--- config.mk ---
export PLATFORM = sky130hd
export DESIGN_NAME = quiz_prompt_sequencer
export DESIGN_NICKNAME = d
export VERILOG_FILES = /design/src/rtl/quiz_prompt_sequencer.sv
export SDC_FILE = /design/constraint.sdc
export NUM_CORES = 1
export LEC_CHECK = 0
export BUFFER_PORTS_ARGS = -buffer_cell sky130_fd_sc_hd__buf_2
export CAP_MARGIN = 10
export CORE_ASPECT_RATIO = 0.75
export CORE_MARGIN = 1
export CORE_UTILIZATION = 49
export CTS_BUF_LIST = sky130_fd_sc_hd__clkbuf_2
export DETAILED_ROUTE_END_ITERATION = 16
export PLACE_DENSITY = 0.83
export SLEW_MARGIN = 15
export SYNTH_ARGS = -nofsm -noshare
export SYNTH_HDL_FRONTEND = slang
export SYNTH_SLANG_ARGS = --single-unit
--- constraint.sdc ---
create_clock -name clk -period 1.8 [get_ports clk]
set_input_delay 0.09 -clock clk [delete_from_list [all_inputs] [get_ports clk]]
set_output_delay 0.09 -clock clk [all_outputs]
set_load 0.01 [all_outputs]
--- src/rtl/quiz_prompt_sequencer.sv ---
// Frame-synchronous quiz prompt sequencer: drives one-hot prompt enables,
// accepts one answer per prompt, keeps a saturating score and a per-question frame timer.
module quiz_prompt_sequencer #(
    parameter int NUM_Q       = 4,
    parameter int QW          = 2,
    parameter int TIME_FRAMES = 600,
    parameter int FRAME_LINE  = 480
) (
    input  logic             clk,
    input  logic             rst,
    input  logic [9:0]       hcount_i,
    input  logic [9:0]       vcount_i,
    input  logic             start_i,
    input  logic             ans_valid_i,
    input  logic             ans_correct_i,
    output logic             ans_ready_o,
    output logic [NUM_Q-1:0] q_en_o,
    output logic [QW-1:0]    q_idx_o,
    output logic [4:0]       score_o,
    output logic [9:0]       time_left_o,
    output logic             timeout_o,
    output logic             done_o
);

    typedef enum logic [2:0] {
        S_IDLE    = 3'd0,
        S_ARM     = 3'd1,
        S_SHOW    = 3'd2,
        S_ADVANCE = 3'd3,
        S_DONE    = 3'd4
    } state_t;

    localparam logic [9:0]    TIME_LOAD = 10'(TIME_FRAMES);
    localparam logic [9:0]    TICK_LINE = 10'(FRAME_LINE);
    localparam logic [QW-1:0] IDX_ONE   = QW'(1);
    localparam logic [QW-1:0] IDX_LAST  = QW'(NUM_Q - 1);

    state_t             state_q;
    logic               ans_ready_q;
    logic [NUM_Q-1:0]   q_en_q;
    logic [QW-1:0]      q_idx_q;
    logic [4:0]         score_q;
    logic [9:0]         time_left_q;
    logic               timeout_q;
    logic               done_q;
    logic               frame_tick_s;
    logic               accept_s;

    function automatic logic [NUM_Q-1:0] onehot(input logic [QW-1:0] idx);
        onehot = {{(NUM_Q-1){1'b0}}, 1'b1} << idx;
    endfunction

    function automatic logic [4:0] sat_add(input logic [4:0] val, input logic inc);
        if (inc && (val != 5'd31)) begin
            sat_add = val + 5'd1;
        end else begin
            sat_add = val;
        end
    endfunction

    assign frame_tick_s = (vcount_i == TICK_LINE) && (hcount_i == 10'd0);
    assign accept_s     = ans_valid_i && ans_ready_q;

    // Sequencer state and all registered outputs
    always_ff @(posedge clk or posedge rst) begin
        if (rst) begin
            state_q     <= S_IDLE;
            ans_ready_q <= 1'b0;
            q_en_q      <= '0;
            q_idx_q     <= '0;
            score_q     <= 5'd0;
            time_left_q <= 10'd0;
            timeout_q   <= 1'b0;
            done_q      <= 1'b0;
        end else begin
            timeout_q <= 1'b0;
            case (state_q)
                S_IDLE, S_DONE: begin
                    if (start_i) begin
                        state_q     <= S_ARM;
                        q_idx_q     <= '0;
                        score_q     <= 5'd0;
                        time_left_q <= TIME_LOAD;
                        done_q      <= 1'b0;
                    end
                end
                S_ARM: begin
                    if (frame_tick_s) begin
                        q_en_q      <= onehot(q_idx_q);
                        ans_ready_q <= 1'b1;
                        state_q     <= S_SHOW;
                    end
                end
                S_SHOW: begin
                    // An accept always beats an expiring tick in the same cycle
                    if (accept_s) begin
                        score_q     <= sat_add(score_q, ans_correct_i);
                        ans_ready_q <= 1'b0;
                        state_q     <= S_ADVANCE;
                    end else if (frame_tick_s) begin
                        if (time_left_q <= 10'd1) begin
                            time_left_q <= 10'd0;
                            timeout_q   <= 1'b1;
                            ans_ready_q <= 1'b0;
                            state_q     <= S_ADVANCE;
                        end else begin
                            time_left_q <= time_left_q - 10'd1;
                        end
                    end
                end
                S_ADVANCE: begin
                    if (frame_tick_s) begin
                        if (q_idx_q == IDX_LAST) begin
                            q_en_q  <= '0;
                            done_q  <= 1'b1;
                            state_q <= S_DONE;
                        end else begin
                            q_idx_q     <= q_idx_q + IDX_ONE;
                            q_en_q      <= onehot(q_idx_q + IDX_ONE);
                            time_left_q <= TIME_LOAD;
                            ans_ready_q <= 1'b1;
                            state_q     <= S_SHOW;
                        end
                    end
                end
                default: begin
                    state_q     <= S_IDLE;
                    ans_ready_q <= 1'b0;
                    q_en_q      <= '0;
                    q_idx_q     <= '0;
                    score_q     <= 5'd0;
                    time_left_q <= 10'd0;
                    done_q      <= 1'b0;
                end
            endcase
        end
    end

    assign ans_ready_o = ans_ready_q;
    assign q_en_o      = q_en_q;
    assign q_idx_o     = q_idx_q;
    assign score_o     = score_q;
    assign time_left_o = time_left_q;
    assign timeout_o   = timeout_q;
    assign done_o      = done_q;

endmodule

* Yosys cells after proc, flatten, opt, wreduce, memory -nomap -nowiden
Cells that the tools add are included.
** Operators by class
- Add/subtract/negate cells :: 3
- $lt $le $gt $ge :: 1
- Equal/unequal tests :: 18
- Shift-type cells :: 2
- Muxes and demuxes :: 42
- Bitwise operators :: 5
- Reduce and logical (&&, ||, !) cells :: 16
** Operator list (number)
- $mux 10 :: 6
- $pmux 10 s4 :: 1
- $mux 3 :: 7
- $ne 2x2->1 const B :: 9
- $mux 5 :: 3
- $pmux 5 s3 :: 1
- $mux 1 :: 13
- $mux 4 :: 3
- $pmux 3 s4 :: 1
- $pmux 4 s3 :: 1
- $reduce_and 4->1 :: 3
- $reduce_and 6->1 :: 2
- $eq 10x9->1 const B :: 1
- $le 10x1->1 const B :: 1
- $logic_not 10->1 :: 1
- $sub 10x1->10 const B :: 1
- $shl 1x2->4 const A :: 2
- $eq 3x2->1 const B :: 2
- $mux 2 :: 3
- $ne 3x3->1 const B :: 2
- $pmux 2 s3 :: 1
- $reduce_or 2->1 :: 3
- $add 5x1->5 const B :: 1
- $ne 5x5->1 const B :: 1
- 12 further kinds :: 18
** Storage, ports and cells
- Register bits after elaboration :: 27
- Input bits :: 25
- Word-level logic and storage cells :: 95

* Depth between registers and ports, before layout
- Depth after elaboration :: 5
- Mapped depth :: 8
- Depth with buffers taken out :: 8

* Worst setup path after synthesis
No wires, ideal clock.
- Path kind :: flip-flop to flip-flop
- Start point :: register time_left_q[5] (netlist: time_left_o[5])
- End point :: register time_left_q[9] (netlist: time_left_o[9])
- Setup time :: 0.127 ns
- Arrival :: 1.959 ns
- Setup slack :: -0.286 ns
- Stages on the path, launching flop included :: 6
- Path buffers :: 0
- Period minus slack after synthesis :: 2.086 ns
- Cells stage by stage :: dfrtp_1 or4_4 or3b_1 or4_1 a21oi_1 o22ai_1
** Between the ends
- Cells in the longest elaborated chain, start to end :: 5
- Elaborated cells on any way between the ends :: 6
- Those cells by class :: add/sub: 1; order compare: 1; mux: 4
** Ends and longest elaborated chain
- from (decl) :: RTL line 43 : logic [9:0] time_left_q;
- from (signal assigned) :: RTL line 107 : time_left_q <= time_left_q - 10'd1;
- $sub 10x1->10 or $le 10x1->1 (tied branches) :: RTL line 107, 101
- $mux 10 * :: RTL line 101 : if (time_left_q <= 10'd1) begin
- $mux 10 * :: RTL line 100 : end else if (frame_tick_s) begin
- $mux 10 * :: RTL line 96 : if (accept_s) begin
- $pmux 10 s4 * :: RTL line 77 : case (state_q)
Mark *: on every way between the ends. The rest lies on a longest branch, timed or not. The select of a mux whose other input is x is not followed.
A chain may end at the register's enable or synchronous reset.

* Worst setup path after layout
- Start point :: register time_left_q[8] (netlist: time_left_o[8])
- End point :: register time_left_q[9] (netlist: time_left_o[9])
Same word-level chain as after synthesis.

==> qor.yml <==
ys_ff_latch: 27
drt-pass1-iter-count: 5
die_h_um: 54.8
wirelength_met1_um: 2810
grt_max_degree: 28
cts_root_buf: "clkbuf_2"
n_fill_cell: 208
peakVddDrop_mv: 0.306
post-place-cells: 347
fin_worst_skew_ns: 0.0217
synth_compound_area_share_pct: 17.4
nets: 353
place_area_um2: 2520
drt_wl_total_um: 6920
yosysSeqAreaShare_pct: 37.1
synth_top_family_by_area: "simple AND/OR/NAND/NOR gates"
stdcell_area_um2: 2860
drc: 0
cts_buffers: 3
syn_nets: 240
dr_wl_met3_um: 684
synth_common_cells: "dfrtp_1 (27), o21ai_0 (22), nor2_1 (21)"
min_to: "timeout_o"
grt_overflow_total: 0
p_per_area_nw_per_um2: 339
fin_util_pct: 83.4
wl_per_cell_um: 18.9
yosysMostFrequentCell: "dfrtp_1"
async_flop_share_pct: 100
clock_latency_ns: 0.41
syn_area_per_cell_um2: 8.97
setup_viol: 16
path_class: "flip-flop to flip-flop"
cap_violations: 0
worst_pin_slew_ns: 0.552
fmax_ghz: 0.460
antenna_found_initial: 0
ys.flop_type: "dfrtp_1"
num_rows: 18
yosysWarnings: 0
drive_gt1_share_pct: 55.2
portBuffers: 48
rr_worst_depth: 5
synth_area_leader_cell: "dfrtp_1"
syn-instance-count: 203
timing.rr.end: "time_left_o[9]"
crit_fanout: 2
design.die.area_um2: 3970
min_period_ns: 2.17
initial_utilization_pct: 53.2
reg2reg_from: "time_left_o[8]"
synthTopCellsByArea: "dfrtp_1 (37%), ha_1 (8.2%), o21ai_0 (6.0%), nor2_1 (4.3%), nand2_1 (2.9%)"
finalCritPeriodShare_pct: 121
num_vias: 2251
violations: "negative setup slack"
yosys.area_share.adder_pct: 8.24
dr_wl_met2_um: 3070
rrSetupSlack_ns: -0.37
layoutNonFillerInstCount: 365
clockBufferDepth: 2
synthMuxAreaShare_pct: 4.12
holdPathStages: 5
grt_use_total_pct: 33.1
end_kind: "flip-flop"
finalHoldViolCount: 0
fin_hold_ws_ns: 0.0452
tritoncts: "yes"
grt_pass1_wl_um: 9690
finalMaxSlewViolations: 0
pre_cts_ws_ns: -0.301
grt_pass1_vias: 2072
hold_start: "hcount_i[8]"
rsz0062_at_grt: "true"
cts.clk_slew.worst_paths_ns: 0.31
diodes: 0
cts_sinks: 27
hold_class: "input port to flip-flop"
status: "complete, but fails checks"
synth.distinct_cells: 47
cts.htree.levels: 1
synth.top_cell.area_share_pct: 37.1
synthSimpleGateAreaFrac_pct: 28.0
synthXorXnorAreaFrac_pct: 0.481
worstPathArrival_ns: 2.52
highest_layer: "met4"
netlist_area_um2: 1820
area_growth_pct: 56.8
hpwl_um: 4100
place.gp.congestion: 0.883
startpoint_type: "flip-flop"
drtIter0Drc: 185
fp.dieW_um: 72.4
ant_nets: 0
p_leak_uw: 0.00147
via_per_inst: 6.17
core_area_um2: 3420
synth_edf_count: 0
num_io_pins: 49
max_slew_margin_pct: 62.8
setup_ws_ns: -0.374
worstPathRequired_ns: 2.14
## cell families (layout without fill, tap and decap cells)
family	count (synthesis)	after routing
DFF	27	27
AOI/OAI and AO/OA	52	53
adders and majority gates	12	12
buffers and inverters	16	127
and+or+nand+nor	88	88
xor gates and xnor gates	1	1
muxes	7	7
## critical path, stage by stage (launching register included)
cell,delay (ns)
dfrtp_1,0.44
or4_4,0.57
or3b_4,0.40
or4_4,0.43
a21oi_2,0.18
o22ai_1,0.10
## state kept, by name, indices dropped and copies added (netlist names)
signal / flops
ans_ready_o: 1
done_o: 1
q_en_o: 4
q_idx_o: 2
score_o: 5
state_q: 3
time_left_o: 10
timeout_o: 1
## how the worst max path moves through the flow
stage	from	end	slack, ns	depth (start not counted)
CTS	time_left_o[8]	time_left_o[9]	-0.32	5
floorplan	time_left_o[8]	time_left_o[9]	-0.24	5
global route	time_left_o[0]	time_left_o[9]	-0.42	7
global placement	time_left_o[8]	time_left_o[9]	-0.25	5
detailed placement	time_left_o[8]	time_left_o[9]	-0.30	5
finish	time_left_o[8]	time_left_o[9]	-0.37	5
## where the power goes
group          switching [µW]  internal, µW  total [µW]
Combinational            41.8          42.1        83.9
Sequential               4.27           613         617
Clock                     216          51.3         268
## layer usage
| layer | GRT usage (%) | vias up |
|---|---|---|
| met1 | 39.7 | 1036 |
| met4 | 16.3 | 0 |
| met5 | 0 | - |
| met3 | 8.66 | 49 |
| met2 | 56.5 | 183 |
| li1 | - | 983 |
## final cells by class
| cell class | count | area (µm²) | area share, % |
|---|---|---|---|
| Clock buffer | 3 | 15.0 | 0.526 |
| Clock inverter | 1 | 7.51 | 0.263 |
| Inverter | 8 | 30.0 | 1.05 |
| Multi-Input combinational cell | 161 | 1280 | 44.9 |
| Sequential cell | 27 | 684 | 24.0 |
| Tap cell | 50 | 62.6 | 2.19 |
| Timing Repair Buffer | 115 | 776 | 27.2 |
## through the flow
stage	total power, µW	TNS (ns)
final	969	-3.23
after global routing	1000	-4.09
after CTS	963	-0.976
after detailed placement	704	-1.31
after global placement	701	-0.614
after floorplan	653	-0.485
## timing repair
item                                   CTS  global route
pin swaps                               18            12
gates resized for setup                 35            25
setup endpoints to repair               15            22
buffers inserted                         7             8
gates cloned                             1             0
hold buffers                             1             0
endpoints found under the hold margin   27             0
## placed cells by master (no fill, tap or decap), types with 2 or more instances in the layout
cell / n
buf_4: 58
buf_2: 48
dfrtp_1: 20
nor2_1: 18
nand2_1: 14
o21ai_1: 11
nor3_1: 9
buf_6: 8
o21ai_0: 7
ha_1: 7
dfrtp_2: 7
inv_1: 6
a21oi_2: 5
nand4_1: 4
nor4_1: 4
o21ai_2: 4
a21oi_1: 4
mux2_2: 4
a31oi_1: 4
or4_4: 3
nand2b_1: 3
a22oi_1: 3
o211ai_1: 3
mux2i_1: 3
ha_2: 3
clkbuf_2: 3
nor4b_1: 2
or3_4: 2
nor2_4: 2
nor4_4: 2
nand2b_4: 2
or4b_4: 2
and4b_1: 2
or3_2: 2
inv_2: 2
a211o_1: 2
and3_1: 2
or2_4: 2
ha_4: 2
No activity file was read; power rests on OpenSTA's default activity.
